`config.mk`:
```
export PLATFORM = sky130hd
export DESIGN_NAME = audio_stream_bridge
export DESIGN_NICKNAME = d
export VERILOG_FILES = /design/src/rtl/audio_stream_bridge.sv
export SDC_FILE = /design/constraint.sdc
export NUM_CORES = 1
export LEC_CHECK = 0
export BUFFER_PORTS_ARGS = -buffer_cell sky130_fd_sc_hd__buf_4
export CAP_MARGIN = 20
export CORE_AREA = 5 5 216 218
export CTS_BUF_LIST = sky130_fd_sc_hd__clkbuf_16
export DETAILED_ROUTE_END_ITERATION = 8
export DIE_AREA = 0 0 221 223
export PLACE_DENSITY = 0.51
export SKIP_CTS_REPAIR_TIMING = 1
export SLEW_MARGIN = 20
export SYNTH_ARGS = -nofsm -noshare
export SYNTH_HDL_FRONTEND = slang
export SYNTH_SLANG_ARGS = --single-unit
```
`constraint.sdc`:
```
create_clock -name CLOCK_50 -period 3.1 [get_ports CLOCK_50]
set_input_delay 0.31 -clock CLOCK_50 [delete_from_list [all_inputs] [get_ports CLOCK_50]]
set_output_delay 0.31 -clock CLOCK_50 [all_outputs]
set_load 0.05 [all_outputs]
```
`src/rtl/audio_stream_bridge.sv`:
```
// audio_stream_bridge
//   Bridges the audio codec controller's level-style handshakes to
//   valid/ready stereo streams for the effects datapath.
//   - Input side: reads an ADC sample pair at most once every two cycles and
//     presents it on the src stream. If the src hold register is still
//     occupied, the sample is either discarded and counted (DROP_WHEN_FULL=1)
//     or left in the controller (DROP_WHEN_FULL=0).
//   - Output side: accepts the sink stream into a FIFO_DEPTH-entry {L,R} FIFO
//     and writes its head to the DAC at most once every two cycles.
//
// Ports
//   CLOCK_50, reset_n                  clock, asynchronous active-low reset
//   audio_in_available/read_audio_in   ADC level / one-cycle pop strobe
//   left/right_channel_audio_in        ADC sample words
//   audio_out_allowed/write_audio_out  DAC level / one-cycle write strobe
//   left/right_channel_audio_out       DAC sample words (hold between writes)
//   src_valid/src_ready/src_L/src_R    source stream to the effects
//   snk_valid/snk_ready/snk_L/snk_R    sink stream from the effects
//   drop_count                         saturating count of discarded samples
module audio_stream_bridge #(
  parameter int DATA_W         = 32,
  parameter int FIFO_DEPTH     = 4,
  parameter int DROP_WHEN_FULL = 1
) (
  input  logic              CLOCK_50,
  input  logic              reset_n,
  input  logic              audio_in_available,
  output logic              read_audio_in,
  input  logic [DATA_W-1:0] left_channel_audio_in,
  input  logic [DATA_W-1:0] right_channel_audio_in,
  input  logic              audio_out_allowed,
  output logic              write_audio_out,
  output logic [DATA_W-1:0] left_channel_audio_out,
  output logic [DATA_W-1:0] right_channel_audio_out,
  output logic              src_valid,
  input  logic              src_ready,
  output logic [DATA_W-1:0] src_L,
  output logic [DATA_W-1:0] src_R,
  input  logic              snk_valid,
  output logic              snk_ready,
  input  logic [DATA_W-1:0] snk_L,
  input  logic [DATA_W-1:0] snk_R,
  output logic [15:0]       drop_count
);

  localparam int PTR_W = (FIFO_DEPTH > 1) ? $clog2(FIFO_DEPTH) : 1;
  localparam int CNT_W = PTR_W + 1;

  typedef enum logic {IN_IDLE, IN_WAIT}   in_state_e;
  typedef enum logic {OUT_IDLE, OUT_WAIT} out_state_e;

  function automatic logic [15:0] sat_inc16(input logic [15:0] v);
    return (v == 16'hFFFF) ? v : v + 16'd1;
  endfunction

  // ---------------------------------------------------------------------------
  // State
  // ---------------------------------------------------------------------------
  in_state_e               in_state_q, in_state_d;
  out_state_e              out_state_q, out_state_d;
  logic                    run_q;
  logic                    read_q, read_d;
  logic                    src_valid_q, src_valid_d;
  logic [DATA_W-1:0]       src_l_q, src_l_d, src_r_q, src_r_d;
  logic [15:0]             drop_q, drop_d;
  logic                    wr_q, wr_d;
  logic [DATA_W-1:0]       out_l_q, out_l_d, out_r_q, out_r_d;
  logic [PTR_W-1:0]        wr_ptr_q, wr_ptr_d, rd_ptr_q, rd_ptr_d;
  logic [CNT_W-1:0]        count_q, count_d;
  logic [2*DATA_W-1:0]     fifo_mem_q [FIFO_DEPTH];

  logic slot_free;
  logic fifo_full, fifo_empty;
  logic push, pop;

  // The held sample counts as free if it is being accepted this very cycle.
  assign slot_free  = !src_valid_q || src_ready;
  assign fifo_full  = (count_q == CNT_W'(FIFO_DEPTH));
  assign fifo_empty = (count_q == '0);
  assign push       = snk_valid && snk_ready;
  assign pop        = (out_state_q == OUT_IDLE) && !fifo_empty && audio_out_allowed;

  // ---------------------------------------------------------------------------
  // Input FSM: ADC level interface -> src stream
  // ---------------------------------------------------------------------------
  always_comb begin
    in_state_d  = in_state_q;
    read_d      = 1'b0;
    src_valid_d = src_valid_q;
    src_l_d     = src_l_q;
    src_r_d     = src_r_q;
    drop_d      = drop_q;
    if (src_valid_q && src_ready) src_valid_d = 1'b0;
    unique case (in_state_q)
      IN_IDLE: begin
        if (audio_in_available) begin
          if (slot_free) begin
            src_valid_d = 1'b1;
            src_l_d     = left_channel_audio_in;
            src_r_d     = right_channel_audio_in;
            read_d      = 1'b1;
            in_state_d  = IN_WAIT;
          end else if (DROP_WHEN_FULL != 0) begin
            // Pop the controller anyway so the ADC never backs up.
            read_d     = 1'b1;
            drop_d     = sat_inc16(drop_q);
            in_state_d = IN_WAIT;
          end
        end
      end
      // One dead cycle lets the controller present its next sample.
      IN_WAIT: in_state_d = IN_IDLE;
      default: in_state_d = IN_IDLE;
    endcase
  end

  // ---------------------------------------------------------------------------
  // Output FIFO bookkeeping
  // ---------------------------------------------------------------------------
  always_comb begin
    wr_ptr_d = push ? wr_ptr_q + PTR_W'(1) : wr_ptr_q;
    rd_ptr_d = pop  ? rd_ptr_q + PTR_W'(1) : rd_ptr_q;
    unique case ({push, pop})
      2'b10:   count_d = count_q + CNT_W'(1);
      2'b01:   count_d = count_q - CNT_W'(1);
      default: count_d = count_q;
    endcase
  end

  // ---------------------------------------------------------------------------
  // Output FSM: FIFO head -> DAC level interface
  // ---------------------------------------------------------------------------
  always_comb begin
    out_state_d = out_state_q;
    wr_d        = 1'b0;
    out_l_d     = out_l_q;
    out_r_d     = out_r_q;
    unique case (out_state_q)
      OUT_IDLE: begin
        if (pop) begin
          wr_d        = 1'b1;
          out_l_d     = fifo_mem_q[rd_ptr_q][2*DATA_W-1:DATA_W];
          out_r_d     = fifo_mem_q[rd_ptr_q][DATA_W-1:0];
          out_state_d = OUT_WAIT;
        end
      end
      OUT_WAIT: out_state_d = OUT_IDLE;
      default:  out_state_d = OUT_IDLE;
    endcase
  end

  // ---------------------------------------------------------------------------
  // Registers
  // ---------------------------------------------------------------------------
  always_ff @(posedge CLOCK_50 or negedge reset_n) begin
    if (!reset_n) begin
      in_state_q  <= IN_IDLE;
      out_state_q <= OUT_IDLE;
      run_q       <= 1'b0;
      read_q      <= 1'b0;
      src_valid_q <= 1'b0;
      src_l_q     <= '0;
      src_r_q     <= '0;
      drop_q      <= '0;
      wr_q        <= 1'b0;
      out_l_q     <= '0;
      out_r_q     <= '0;
      wr_ptr_q    <= '0;
      rd_ptr_q    <= '0;
      count_q     <= '0;
    end else begin
      in_state_q  <= in_state_d;
      out_state_q <= out_state_d;
      run_q       <= 1'b1;
      read_q      <= read_d;
      src_valid_q <= src_valid_d;
      src_l_q     <= src_l_d;
      src_r_q     <= src_r_d;
      drop_q      <= drop_d;
      wr_q        <= wr_d;
      out_l_q     <= out_l_d;
      out_r_q     <= out_r_d;
      wr_ptr_q    <= wr_ptr_d;
      rd_ptr_q    <= rd_ptr_d;
      count_q     <= count_d;
    end
  end

  // FIFO storage needs no reset: the pointers and count define what is valid.
  always_ff @(posedge CLOCK_50) begin
    if (push) fifo_mem_q[wr_ptr_q] <= {snk_L, snk_R};
  end

  assign read_audio_in           = read_q;
  assign write_audio_out         = wr_q;
  assign left_channel_audio_out  = out_l_q;
  assign right_channel_audio_out = out_r_q;
  assign src_valid               = src_valid_q;
  assign src_L                   = src_l_q;
  assign src_R                   = src_r_q;
  assign drop_count              = drop_q;
  assign snk_ready               = run_q && !fifo_full;

endmodule

```
==> results of run 1 <==
[metal layers]
| layer | vias up | GRT usage |
|---|---|---|
| met5 | - | 0 |
| met2 | 283 | 0.226 |
| li1 | 3763 | - |
| met1 | 4226 | 0.181 |
| met4 | 0 | 0.0424 |
| met3 | 47 | 0.0400 |
[stage by stage]
stage	setup WS [ns]	util	instances	power [mW]
after global placement	0.878	0.410	1599	14.2
after detailed placement	0.885	0.410	1599	14.2
final	0.935	0.475	1812	19.8
after floorplan	0.183	-	729	11.9
after CTS	0.882	0.446	1681	20.0
after global routing	0.794	0.474	1811	20.7
[power by group]
group          internal, mW  switching (mW)
clock network          3.54            2.15
logic                  2.61            3.85
registers              6.92           0.720
total                  13.1            6.72
[registers in the layout (all words and copies together), names as in the netlist]
register                 flops
out_state_q                  1
left_channel_audio_out      32
run_q                        1
in_state_q                   1
fifo_mem_q                 256
count_q                      3
src_L                       32
right_channel_audio_out     32
src_valid                    1
drop_count                  16
rd_ptr_q                     2
wr_ptr_q                     2
src_R                       32
[path summary, 6_finish.rpt]
path	start	to	cells after the start
min reg2reg	src_R[21]	src_R[21]	1
min in group asynchronous	reset_n	src_R[10]	2
max	count_q[0]	count_q[2]	10
min	right_channel_audio_in[29]	src_R[29]	2
max reg2reg	count_q[0]	count_q[2]	10
max in group asynchronous	reset_n	left_channel_audio_out[21]	3
[final cells by class]
class                           count  area, um2
Fill cell                        3816      23500
Sequential cell                   411      11600
Timing Repair Buffer              428       3660
Multi-Input combinational cell    279       3580
Clock buffer                       46       1150
Tap cell                          600        751
Clock inverter                     36        452
Inverter                           10       37.5
Antenna cell                        2       5.00
[cell usage in the layout, fill, tap and decap left out, types with 3 or more instances in the layout]
master	count
nand4_1	3
xnor2_1	6
nand2_1	6
inv_1	15
dlygate4sd3_1	129
clkbuf_16	46
clkinv_2	6
clkinvlp_4	5
clkinv_4	3
and3_4	4
bufinv_16	10
nor3_1	5
nor2_1	7
mux2_2	64
buf_4	288
clkinv_1	5
dfrtp_1	153
ha_1	6
nor4_1	3
edfxtp_1	256
nand3_1	7
mux4_2	64
buf_12	10
xor2_1	13
mux2_1	67
[kinds of logic after synthesis]
group	count (synthesis)
buf+inv	39
flops	411
compound gates	8
simple gates	48
xor+xnor	19
other cells	1
fa+ha+maj	7
mux	196
==> metrics.cfg, run 1 <==
[drt]
route.met3.wl_mm = 2.02
wl_met2_mm = 17.3
avgRoutedWirePerCell_um = 19.7
vias = 8319
drt_iter0_drc = 397
wl_met1_mm = 15.7
ant_nets = 0
dr.pass1.iters = 4
top_layer = met4
wirelength_mm = 35.7
drcViolationCount = 0
vias_per_cell = 4.59

[worst_setup_path]
worst_setup_path_start_kind = flop
crit_family = compound AO/OA/AOI/OAI gates
path_cells = inv_1, a31oi_1, and2_1, inv_2, ha_1, inv_1, fa_1, xor2_1, nor2_1, xor2_1
path_class = flop to flop
cp_max_fo = 6
cp.arrival_ns = 2.60
cpPeakStageDelay_ns = 0.46
end_kind = flop
crit_required_ns = 3.54
cp_slowest_cell = a31oi_1
crit_buf_inv = 3
r2r_setup_slack_ns = 0.94

[synth]
synth_top_family_by_area = multiplexers
synth_compound_area_frac = 0.00409
yosys_warnings = 0
synthSimpleGateAreaFrac = 0.0193
synthesis.nets = 870
yosys.area.top_type_share = 0.503
syn_area_um2 = 15300
yosysSeqAreaShare = 0.756
syn-instance-count = 729
synthArstFlopShare = 0.377
synth_edf_count = 256
synth.avg_cell_area_um2 = 21.0
synthMuxAreaShare = 0.191
ys_top_cells_by_area = edfxtp_1 (50%), dfrtp_1 (25%), mux4_2 (9.4%)
synth_area_leader_cell = edfxtp_1
synth_seq_cells = 411
yosys_most_used_dff = edfxtp_1
synth-xor-area-share = 0.0109
synth_fa_ha_area_frac = 0.00622
synthTopCellsByCount = edfxtp_1 (256), dfrtp_1 (155), mux2_1 (67)
yosysUniqueCellTypes = 39
synth.most_common_cell = edfxtp_1

[sta]
rsz0062_at_grt = false
fmax_ghz = 0.462
finalCritPeriodShare = 0.698
fin_skew_ns = 0.0146
setup_viol = 0
worstMarginPinSlew_ns = 0.669
drv_slew = 0
hold_ws_ns = 0.0126
layout_min_cycle_time_ns = 2.16
setup_tns_ns = 0
slew-limit-headroom = 0.554
hold_violations = 0

[placement]
place_congestion = 0.799
dpl.hpwl_mm = 22.9
place_area_um2 = 18300
portBuffers = 281

[die]
start_util = 0.342
die-height_um = 223
core_um2 = 44700
fp.dieW_um = 221
rows = 78
dieArea_um2 = 49300
io_pins = 282

[grt]
first_global_vias = 8489
grt_max_degree = 67
grt_pass1_wl_mm = 52.7
grt.total_usage = 0.138
overflow = 0
antenna_found_initial = 2

[power]
ir_drop_v = 0.000562
powerDensity_nw_per_um2 = 933
leakagePower_nw = 8.24

[cts]
cts.sinks = 411
htree_levels = 2
root_buffer = clkbuf_16
clk_pin_slew_ns = 0.06
cts_tree = built
clk_latency_ns = 0.56
cts_buffers = 44
clock_tree.buffer_depth = 3

[layout]
finalInstanceArea_um2 = 21200
area_growth_pct = 38.7
final_nets = 1315
post_route_cells_drive_above_1_share = 0.423

[min_path]
hp-class = input pin to flop

[status]
outcome = completed

[run]
maxCapViolations = 0

(Power assumes the default switching activity.)
==> run 2: changes to the inputs <==
--- a/config.mk
+++ b/config.mk
@@ -11,7 +11,7 @@
 export CTS_BUF_LIST = sky130_fd_sc_hd__clkbuf_16
 export DETAILED_ROUTE_END_ITERATION = 8
 export DIE_AREA = 0 0 221 223
-export PLACE_DENSITY = 0.51
+export PLACE_DENSITY = 0.53
 export SKIP_CTS_REPAIR_TIMING = 1
 export SLEW_MARGIN = 20
 export SYNTH_ARGS = -nofsm -noshare
==> constraint.sdc (replaced) <==
create_clock -name CLOCK_50 -period 1.8 [get_ports CLOCK_50]
set_input_delay 0.18 -clock CLOCK_50 [delete_from_list [all_inputs] [get_ports CLOCK_50]]
set_output_delay 0.18 -clock CLOCK_50 [all_outputs]
set_load 0.05 [all_outputs]
==> run 2 against run 1 <==
  * Critical path depth did not move
  * Flip-flop and latch count did not move
  * First-iteration DRC count rose by 2.3%
  * Total power rose by 69%
  * Register-to-register slack got worse by 0.93 ns
  * Global-route usage rose by 0.13 points
  * Clock skew fell by 0.0042 ns
  * Clock power rose by 49%
  * Routed wire length rose by 0.34%
  * Critical endpoint unchanged
==> metrics.cfg, run 2 (synthesized netlist as in run 1, its figures left out) <==
[status]
outcome = completed

[layout]
area_growth_pct = 41.7
final_cell_count_no_fill = 1854  ; +2.3%
post_route_cells_drive_above_1_share = 0.450  ; +0.0273
fin_util = 0.485  ; +0.0104
layout_commonest_cell = buf_4
largest_register_ffs = 256  ; unchanged
final_cell_mix = buf_4 (305), edfxtp_1 (256), dfrtp_1 (134)
regMostFlops = fifo_mem_q
final_nets = 1357  ; +3.2%

[sta]
rsz0062_at_grt = true
fmax_ghz = 0.558  ; +21%
worst_slack_ns = 0.00733  ; -0.928 ns
setup_viol = 0  ; unchanged
finalCritPeriodShare = 0.996  ; +0.298
drv_slew = 0  ; unchanged
fin_skew_ns = 0.0105  ; -0.00417 ns
layout_min_cycle_time_ns = 1.79  ; -0.372 ns
hold_violations = 0  ; unchanged

[min_path]
hp-class = input pin to asynchronous set/reset pin

[drt]
vias_per_cell = 4.55  ; -0.95%
ant_nets = 0  ; unchanged
wirelength_mm = 35.8  ; +0.34%
drcViolationCount = 0  ; unchanged
drt_iter0_drc = 406  ; +2.3%
dr.pass1.iters = 4  ; unchanged
vias = 8431  ; +1.3%
avgRoutedWirePerCell_um = 19.3  ; -1.9%

[power]
leakagePower_nw = 8.48  ; +2.9%
p_total_mw = 33.4  ; +69%
ir_drop_v = 0.00108  ; +92%
powerDensity_nw_per_um2 = 1540  ; +65%

[die]
dieArea_um2 = 49300  ; unchanged
fp.dieW_um = 221  ; unchanged
core_um2 = 44700  ; unchanged
die-height_um = 223  ; unchanged
start_util = 0.342  ; unchanged
rows = 78  ; unchanged
io_pins = 282  ; unchanged

[worst_setup_path]
cp.arrival_ns = 2.27  ; -0.33 ns
path_class = flop to flop
cp_max_fo = 3  ; -3
worst_setup_path_start_kind = flop
crit_required_ns = 2.28  ; -1.26 ns
end_kind = flop

[grt]
met2_usage = 0.230  ; +0.00417
first_global_vias = 8580  ; +1.1%
use_met3 = 0.0480  ; +0.00803
overflow = 0  ; unchanged
antenna_found_initial = 3  ; +1
top_usage_layer = met2
met1_usage = 0.174  ; -0.00628
grt_max_degree = 71  ; +6.0%
grt_pass1_wl_mm = 53.6  ; +1.7%
grt.total_usage = 0.140  ; +0.00134

[cts]
cts_buffers = 45  ; +2.3%
cts.sinks = 411  ; unchanged
clk_pin_slew_ns = 0.06  ; about the same
root_buffer = clkbuf_16
htree_levels = 2  ; unchanged
clock_tree.buffer_depth = 3  ; unchanged
clk_latency_ns = 0.56  ; about the same
cts_tree = built

[placement]
place_congestion = 0.813  ; +1.7%
placedCellCount = 1636  ; +2.3%
portBuffers = 281  ; unchanged
dpl.hpwl_mm = 23.6  ; +3.0%
place_ws_ns = 0.0115  ; -0.874 ns

[run]
maxCapViolations = 0  ; unchanged

## run 2: cell count changes in the layout (fill, tap and decap cells not counted), moves of 5 or more
cell / before / now
bufinv_16: 10 / 2
buf_12: 10 / 30
buf_4: 288 / 305
dfrtp_2: 0 / 19
inv_1: 15 / 30
dfrtp_1: 153 / 134
clkinvlp_4: 5 / 0
## run 2: worst paths after layout
path / slack [ns] / start / cells after the start / endpoint
max: 0.007 / count_q[0] / 10 / count_q[2]
min: 0.03 / reset_n / 2 / src_L[4]
min in group CLOCK_50: 0.10 / snk_valid / 4 / wr_ptr_q[0]
max in group asynchronous: 1.10 / reset_n / 3 / out_state_q
min reg2reg: 0.49 / src_L[1] / 1 / src_L[1]
max reg2reg: 0.007 / count_q[0] / 10 / count_q[2]
## run 2: final cells by class
cell class	instances	area [um2]
fill	3774	23000
sequential	411	11600
timing repair buffer	469	4230
multi-input combinational	279	3680
clock buffer	47	1180
tap	600	751
clock inverter	36	196
inverter	10	37.5
antenna	2	5.00
## run 2: report_power, final
group	switching (mW)	internal (mW)	leakage, nW
clock	3.52	4.96	0.764
combinational	7.08	5.01	3.58
sequential	0.940	11.9	4.13
## run 2: stage by stage
stage	setup TNS, ns	area [um2]	hold WS [ns]
3_5_place_dp	0	18900	0.0314
6_report	0	21700	0.0276
4_1_cts	-0.00839	20300	-0.589
3_3_place_gp	0	18900	0.0305
2_1_floorplan	-43.04	15400	-0.116
5_1_grt	-0.0678	21700	0.0211
## run 2: layer usage
metal	share of wire	vias to the layer above
li1	-	3865
met1	0.42	4248
met2	0.49	258
met3	0.064	58
met4	0.023	2
met5	0.00036	-
## run 2: critical path, cell delays in order (launching register included)
cell and delay (ns):
dfrtp_1 0.40, inv_2 0.09, a31oi_4 0.09, and2_4 0.17
inv_2 0.06, ha_4 0.13, inv_2 0.03, fa_2 0.33
xor2_1 0.15, nor2_1 0.11, xor2_1 0.15
